**src/rtl/fifo_ptr_ctrl.sv**
```systemverilog
// fifo_ptr_ctrl: write/read grant, wrap-bit pointers, occupancy and flush sequencing
// for an external power-of-two FIFO storage array.
module fifo_ptr_ctrl #(
   parameter int OSTD_NUM = 8,
   parameter int PTR_SIZE = $clog2(OSTD_NUM)
) (
   input  logic                clk_in,
   input  logic                areset_b,
   input  logic                trans_write,
   input  logic                trans_read,
   input  logic                flush_req,
   output logic                fifo_wenable,
   output logic                fifo_renable,
   output logic [PTR_SIZE:0]   write_ptr,
   output logic [PTR_SIZE:0]   read_ptr,
   output logic [PTR_SIZE:0]   occupancy,
   output logic                full,
   output logic                empty,
   output logic                rd_valid,
   output logic                flush_done
);

   localparam logic [0:0]        ST_RUN   = 1'b0;
   localparam logic [0:0]        ST_FLUSH = 1'b1;
   localparam logic [PTR_SIZE:0] PTR_ONE  = (PTR_SIZE+1)'(1);

   logic [0:0]        state_q, state_d;
   logic [PTR_SIZE:0] wptr_q, wptr_d;
   logic [PTR_SIZE:0] rptr_q, rptr_d;
   logic [PTR_SIZE:0] occ_q, occ_d;
   logic              rd_valid_q;
   logic              flush_done_q, flush_done_d;
   logic              wen_s, ren_s;
   logic              full_s, empty_s;

   assign full_s  = (wptr_q[PTR_SIZE-1:0] == rptr_q[PTR_SIZE-1:0]) &&
                    (wptr_q[PTR_SIZE] != rptr_q[PTR_SIZE]);
   assign empty_s = (wptr_q == rptr_q);

   // Grant decode; the write grant is masked by reset because full is low while reset holds.
   always_comb begin
      ren_s = 1'b0;
      wen_s = 1'b0;
      case (state_q)
         ST_RUN: begin
            ren_s = trans_read && !empty_s;
            wen_s = areset_b && trans_write && (!full_s || ren_s);
         end
         ST_FLUSH: begin
            ren_s = !empty_s;
            wen_s = 1'b0;
         end
         default: begin
            ren_s = 1'b0;
            wen_s = 1'b0;
         end
      endcase
   end

   // Next-state for pointers, occupancy and the RUN/FLUSH sequencer.
   always_comb begin
      wptr_d       = wptr_q;
      rptr_d       = rptr_q;
      occ_d        = occ_q;
      state_d      = state_q;
      flush_done_d = 1'b0;
      if (wen_s) begin
         wptr_d = wptr_q + PTR_ONE;
      end else begin
         wptr_d = wptr_q;
      end
      if (ren_s) begin
         rptr_d = rptr_q + PTR_ONE;
      end else begin
         rptr_d = rptr_q;
      end
      case ({wen_s, ren_s})
         2'b10:   occ_d = occ_q + PTR_ONE;
         2'b01:   occ_d = occ_q - PTR_ONE;
         default: occ_d = occ_q;
      endcase
      case (state_q)
         ST_RUN: begin
            if (flush_req) begin
               state_d = ST_FLUSH;
            end else begin
               state_d = ST_RUN;
            end
         end
         ST_FLUSH: begin
            // Occupancy of one here means the last entry is being read this cycle.
            if (occ_q <= PTR_ONE) begin
               state_d      = ST_RUN;
               flush_done_d = 1'b1;
            end else begin
               state_d = ST_FLUSH;
            end
         end
         default: begin
            state_d = ST_RUN;
         end
      endcase
   end

   // State registers.
   always_ff @(posedge clk_in or negedge areset_b) begin
      if (!areset_b) begin
         state_q      <= ST_RUN;
         wptr_q       <= '0;
         rptr_q       <= '0;
         occ_q        <= '0;
         rd_valid_q   <= 1'b0;
         flush_done_q <= 1'b0;
      end else begin
         state_q      <= state_d;
         wptr_q       <= wptr_d;
         rptr_q       <= rptr_d;
         occ_q        <= occ_d;
         rd_valid_q   <= ren_s;
         flush_done_q <= flush_done_d;
      end
   end

   assign fifo_wenable = wen_s;
   assign fifo_renable = ren_s;
   assign write_ptr    = wptr_q;
   assign read_ptr     = rptr_q;
   assign occupancy    = occ_q;
   assign full         = full_s;
   assign empty        = empty_s;
   assign rd_valid     = rd_valid_q;
   assign flush_done   = flush_done_q;

endmodule

```
**config.mk**
```make
export PLATFORM = sky130hd
export DESIGN_NAME = fifo_ptr_ctrl
export DESIGN_NICKNAME = d
export VERILOG_FILES = /design/src/rtl/fifo_ptr_ctrl.sv
export SDC_FILE = /design/constraint.sdc
export NUM_CORES = 1
export LEC_CHECK = 0
export ABC_AREA = 1
export CAP_MARGIN = 20
export CORE_MARGIN = 2
export CORE_UTILIZATION = 48
export DETAILED_ROUTE_END_ITERATION = 10
export PLACE_DENSITY_LB_ADDON = 0.25
export SLEW_MARGIN = 20
export SYNTH_ARGS = -nofsm -noshare
export SYNTH_HDL_FRONTEND = slang
export SYNTH_SLANG_ARGS = --single-unit
```
**constraint.sdc**
```tcl
create_clock -name clk_in -period 2.3 [get_ports clk_in]
set_input_delay 0.46 -clock clk_in [delete_from_list [all_inputs] [get_ports clk_in]]
set_output_delay 0.46 -clock clk_in [all_outputs]
set_load 0.02 [all_outputs]
```
; ---- Yosys cells after proc, flatten, opt, wreduce, memory -nomap -nowiden
; Cells that the tools add are included.
; W data, S select, Z words.
[op_classes]
addsub = 4
multipliers = 0
div_mod_pow = 0
magnitude_cmp = 1
n_eq_ne = 5
shifts = 0
muxes = 8
bitwise = 1
reduce_logical = 8
[op_table]
columns = cell, count
row1 = $add A4 B1 Y4 const B, 3
row2 = $pmux W4 S2, 1
row3 = $pmux W1 S2, 3
row4 = $eq A4 B4 Y1, 1
row5 = $le A4 B1 Y1 const B, 1
row6 = $logic_and A1 B1 Y1, 4
row7 = $mux W1, 4
row8 = $sub A4 B1 Y4 const B, 1
row9 = $eq A3 B3 Y1, 1
row10 = $eq A2 B1 Y1 const B, 1
row11 = $eq A2 B2 Y1 const B, 1
row12 = $logic_not A1 Y1, 2
row13 = $reduce_bool A2 Y1, 1
row14 = $logic_or A1 B1 Y1, 1
row15 = $ne A1 B1 Y1, 1
row16 = $not A1 Y1, 1
[totals]
regBits = 15
latchBits = 0
ram_bits = 0
rom_bits = 0
input_bits = 5
mem_count = 0

; ---- Longest topological paths before layout
[depth]
word_depth = 8
ltp_mapped = 14

; ---- Worst setup path after synthesis
; OpenSTA, ideal clock, no wires.
[synth_path]
path_type = register to register
from = register rptr_q[1] (netlist: read_ptr[1])
to = register occ_q[2] (netlist: occupancy[2])
setup_ns = 0.118
arrival_ns = 1.832
required_time_ns = 2.182
path_slack_ns = 0.349
path_stages_with_launch = 13
period_less_slack_ns = 1.951
cell_sequence = dfrtp_1 -> inv_1 -> nand2_1 -> nand2_2 -> nor2_4 -> nand3_2 -> nand2_4 -> inv_2 -> ha_1 -> nor2_1 -> o21ai_0 -> xor2_1 -> inv_1
[synth_between]
elab_cells_between_ends = 14
classes_between = eq/ne: 4 / mux: 3 / reduce/logical: 7
[synth_rtl]
columns = item, line_no
row1 = start: declaration, 29  ; logic [PTR_SIZE:0] rptr_q, rptr_d;
row2 = start signal: assignment, 117  ; rptr_q <= rptr_d;
row3 = $eq A4 B4 Y1 (*), 38  ; assign empty_s = (wptr_q == rptr_q);
row4 = $logic_not A1 Y1 (*), "46, 50"
row5 = $logic_and A1 B1 Y1, 46  ; ren_s = trans_read && !empty_s;
row6 = $pmux W1 S2 (*), 44  ; case (state_q)
row7 = named net fifo_renable, 13  ; output logic fifo_renable,
row8 = $eq A2 B1 Y1 or $eq A2 B2 Y1 (tied branches), 77  ; case ({wen_s, ren_s})
row9 = $pmux W4 S2 or $reduce_bool A2 Y1 (tied branches), --
row10 = end signal: assignment, 111  ; occ_q <= '0;
row11 = end signal: assignment, 118  ; occ_q <= occ_d;
row12 = end: declaration, 30  ; logic [PTR_SIZE:0] occ_q, occ_d;
; Mark *: on every way through the listed nets, which the timed path passes. The rest lies on a longest branch.
; A chain may end at the register's enable or synchronous reset.

; ---- Worst setup path in the final report
[layout_path]
from = register rptr_q[3] (netlist: read_ptr[3])
to = output fifo_wenable
[layout_between]
elab_chain_cells = 6
elab_cells_between_ends = 9
classes_between = eq/ne: 2 / mux: 1 / reduce/logical: 6
[layout_rtl]
columns = item, line_no
row1 = $eq A4 B4 Y1 or $ne A1 B1 Y1 (tied branches), "38, 37"
row2 = $logic_not A1 Y1 or $logic_and A1 B1 Y1 (tied branches), "46, 36"
row3 = $logic_and A1 B1 Y1 or $logic_not A1 Y1 (tied branches), "46, 47"
row4 = $logic_or A1 B1 Y1 (*), 47  ; wen_s = areset_b && trans_write && (!full_s || ren_s);
row5 = $logic_and A1 B1 Y1 (*), 47
row6 = $pmux W1 S2 (*), 44
row7 = end: declaration, 12  ; output logic fifo_wenable,
; Mark *: on every way between the ends. The rest lies on a longest branch, timed or not.

==> out/metrics.yaml <==
clkLatencyLatePin_ps: 280
synth_nets: 118
p_leak_nw: 0.6514
finClkSkew_ps: 5.549
async_reset_ff_share_pct: 100.0
holdWs_ps: 538.2
fp-row-count: 15
fmax_ghz: 0.4694
utilization_pct: 71.93
numPortBuffers: 22
first_pass_iters: 4
startpoint_type: "flip-flop"
period_minus_slack_ps: 2130
grt_pass1_wl_um: 3029
ir_worst_vdd_mv: 1.014
syn_area_um2: 935.9
start_util_pct: 52.49
relSlewSlack_pct: 69.00
critical_path.max_stage_delay_ps: 410
die_x_um: 48.16
antenna_cells: 0
cts_buffer_depth: 2
drc: 0
required_ps: 1840
final_antenna_net_count: 0
combinationalPowerShare_pct: 65.5
power_frac_clock_pct: 7.4
synth.distinct_cells: 21
vias: 810
p_switching_mw: 0.9331
maxSlewViolCount: 0
synth_top_cell_by_area: "dfrtp_1"
crit_fanout: 4
hold_path.class: "input port to asynchronous set/reset pin"
path_class: "flip-flop to output pin"
numCtsBuffers: 3
endpoint_kind: "output pin"
seqPwrFrac_pct: 27.1
synthTopCellsByArea: "dfrtp_1 40%, nand2_1 10%, ha_1 8.0%"
crit_chain: "inv_1 -> nand2_1 -> nand2_4 -> nand2_1 -> nand2_2 -> nand3_4 -> nand3_4 -> inv_1 -> dlygate4sd2_1"
die-area_um2: 2319
layout.cells.non_filler: 167
grt_max_degree: 16
core-area_um2: 1783
rsz0062_at_grt: "no"
place_inst: 163
syn_avg_cell_area_um2: 8.747
drt_iter0_drc: 11
worstPathArrival_ps: 1670
synthFlopType: "dfrtp_1"
post-synth-top-count-cell: "nand2_1"
n_fill_cell: 132
die_h_um: 48.16
postSynthCellCount: 107
track_usage_pct: 18.89
dp_hpwl_um: 1543
status: "completed"
synth_top_cell_area_share_pct: 40.11
internal-power_mw: 1.054
hold_viol: 0
htree_levels: 1
ys_seq_area_share_pct: 40.11
wire_per_inst_um: 11.57
crit_slowest_cell: "dfrtp_1"
drv_cap: 0
ys_top_cells_by_count: "25 x nand2_1, 16 x inv_1, 15 x dfrtp_1"
viasPerCell: 4.850
routed_wl_um: 1933
post_cts_buffers: 0
synth_edf_count: 0
path_clk_slew_ps: 90
boundaryPins: 23
cts_sinks: 15
syn_to_final_growth_pct: 37.03
swShare_pct: 46.95
drive_above_1_share_pct: 21.83
fin_nets: 154
ys_seq_elements: 15
antenna_found_initial: 0
period_share_pct: 92.62
setup_viol: 0
gp_congestion: 0.7477
tritoncts: "built"
worst_pin_slew_ps: 460.7
grt-ovfl-total: 0
root_buffer: "clkbuf_4"
ys_warn_count: 0
grt_pass1_vias: 710
power_density_nw_per_um2: 1550
-- final timing paths --
kind | start | endpoint | slack (ps) | cells past startpoint
worst min-delay path | areset_b | read_ptr[2] | 540 | 2
worst max-delay path | read_ptr[3] | fifo_wenable | 170 | 9
worst min register to register | occupancy[3] | flush_done | 540 | 1
min in group clk_in | occupancy[3] | flush_done | 540 | 1
worst max register to register | read_ptr[3] | occupancy[2] | 300 | 13
max in group asynchronous | areset_b | write_ptr[0] | 1560 | 2
-- power groups by stage --
stage | combinational [mW] | sequential, mW | clock, mW
finish | 1.30 | 0.539 | 0.148
global route | 1.43 | 0.554 | 0.166
CTS | 1.32 | 0.538 | 0.152
detailed placement | 1.32 | 0.538 | 0
global placement | 1.28 | 0.533 | 0
floorplan | 0.708 | 0.644 | 0
-- layout make-up --
cell class              instances  area, um^2  share of cell area (%)
clock buffers                   4       26.28                   2.049
inverters                      18       67.56                   5.268
multi-input cells              74       493.0                   38.44
flip-flops and latches         15       377.9                   29.46
well taps                      25       31.28                   2.439
repair buffers                 31       286.5                   22.34
-- registers in the layout (all words and copies together) (netlist names) --
register	count
read_ptr	4
state_q	1
rd_valid	1
write_ptr	4
occupancy	4
flush_done	1
-- metal layers --
layer / wire, um / GRT usage, % / part of all wire [%]
met1: 854 / 24.82 / 44
met4: 21 / 4.865 / 1.1
met3: 88 / 3.704 / 4.6
met5: 0 / 0 / 0
met2: 968 / 31.84 / 50
-- cells by family (layout without fill, tap and decap cells) --
kind of cell	count (synthesis)	count (layout)	share of synthesized area, %
AOI/OAI and AO/OA	7	7	4.680
xor gates and xnor gates	9	9	8.423
adders and majority gates	6	6	8.021
buffers and inverters	18	53	7.220
DFF	15	15	40.11
and+or+nand+nor	52	52	31.55
-- stage by stage --
| stage | TNS [ps] | power, mW | setup slack, ps | cell area [um^2] |
|---|---|---|---|---|
| 4_1_cts | 0 | 2.008 | 2.671 | 1280 |
| 3_5_place_dp | -88.10 | 1.862 | -29.75 | 1255 |
| 5_1_grt | 0 | 2.153 | 44.10 | 1282 |
| 3_3_place_gp | -47.32 | 1.817 | -27.35 | 1255 |
| 2_1_floorplan | 0 | 1.352 | 349.5 | 935.9 |
| 6_report | 0 | 1.988 | 169.6 | 1282 |
-- worst max-delay path: cells and delay by family (launching register included) --
kind / cells / cell delay (ps)
and+or+nand+nor: 6 / 520
DFF: 1 / 410
buffers and inverters: 3 / 480
-- timing repair --
action                     4_1_cts  5_1_grt
pin swaps                        0        0
setup endpoints to repair        4        1
gates resized for setup          5        1
hold buffers                     0        0
-- placed cells by master, fill, tap and decap left out, types with 3 or more instances in the layout --
master,instances
nand4_1,4
nand2_2,5
dlygate4sd2_1,3
nor2_1,5
o21ai_0,4
buf_4,9
clkdlybuf4s50_1,18
ha_1,6
nand2_1,25
clkbuf_4,3
xor2_1,6
dfrtp_1,13
inv_1,16
xnor2_1,3
(Power assumes the default switching activity.)
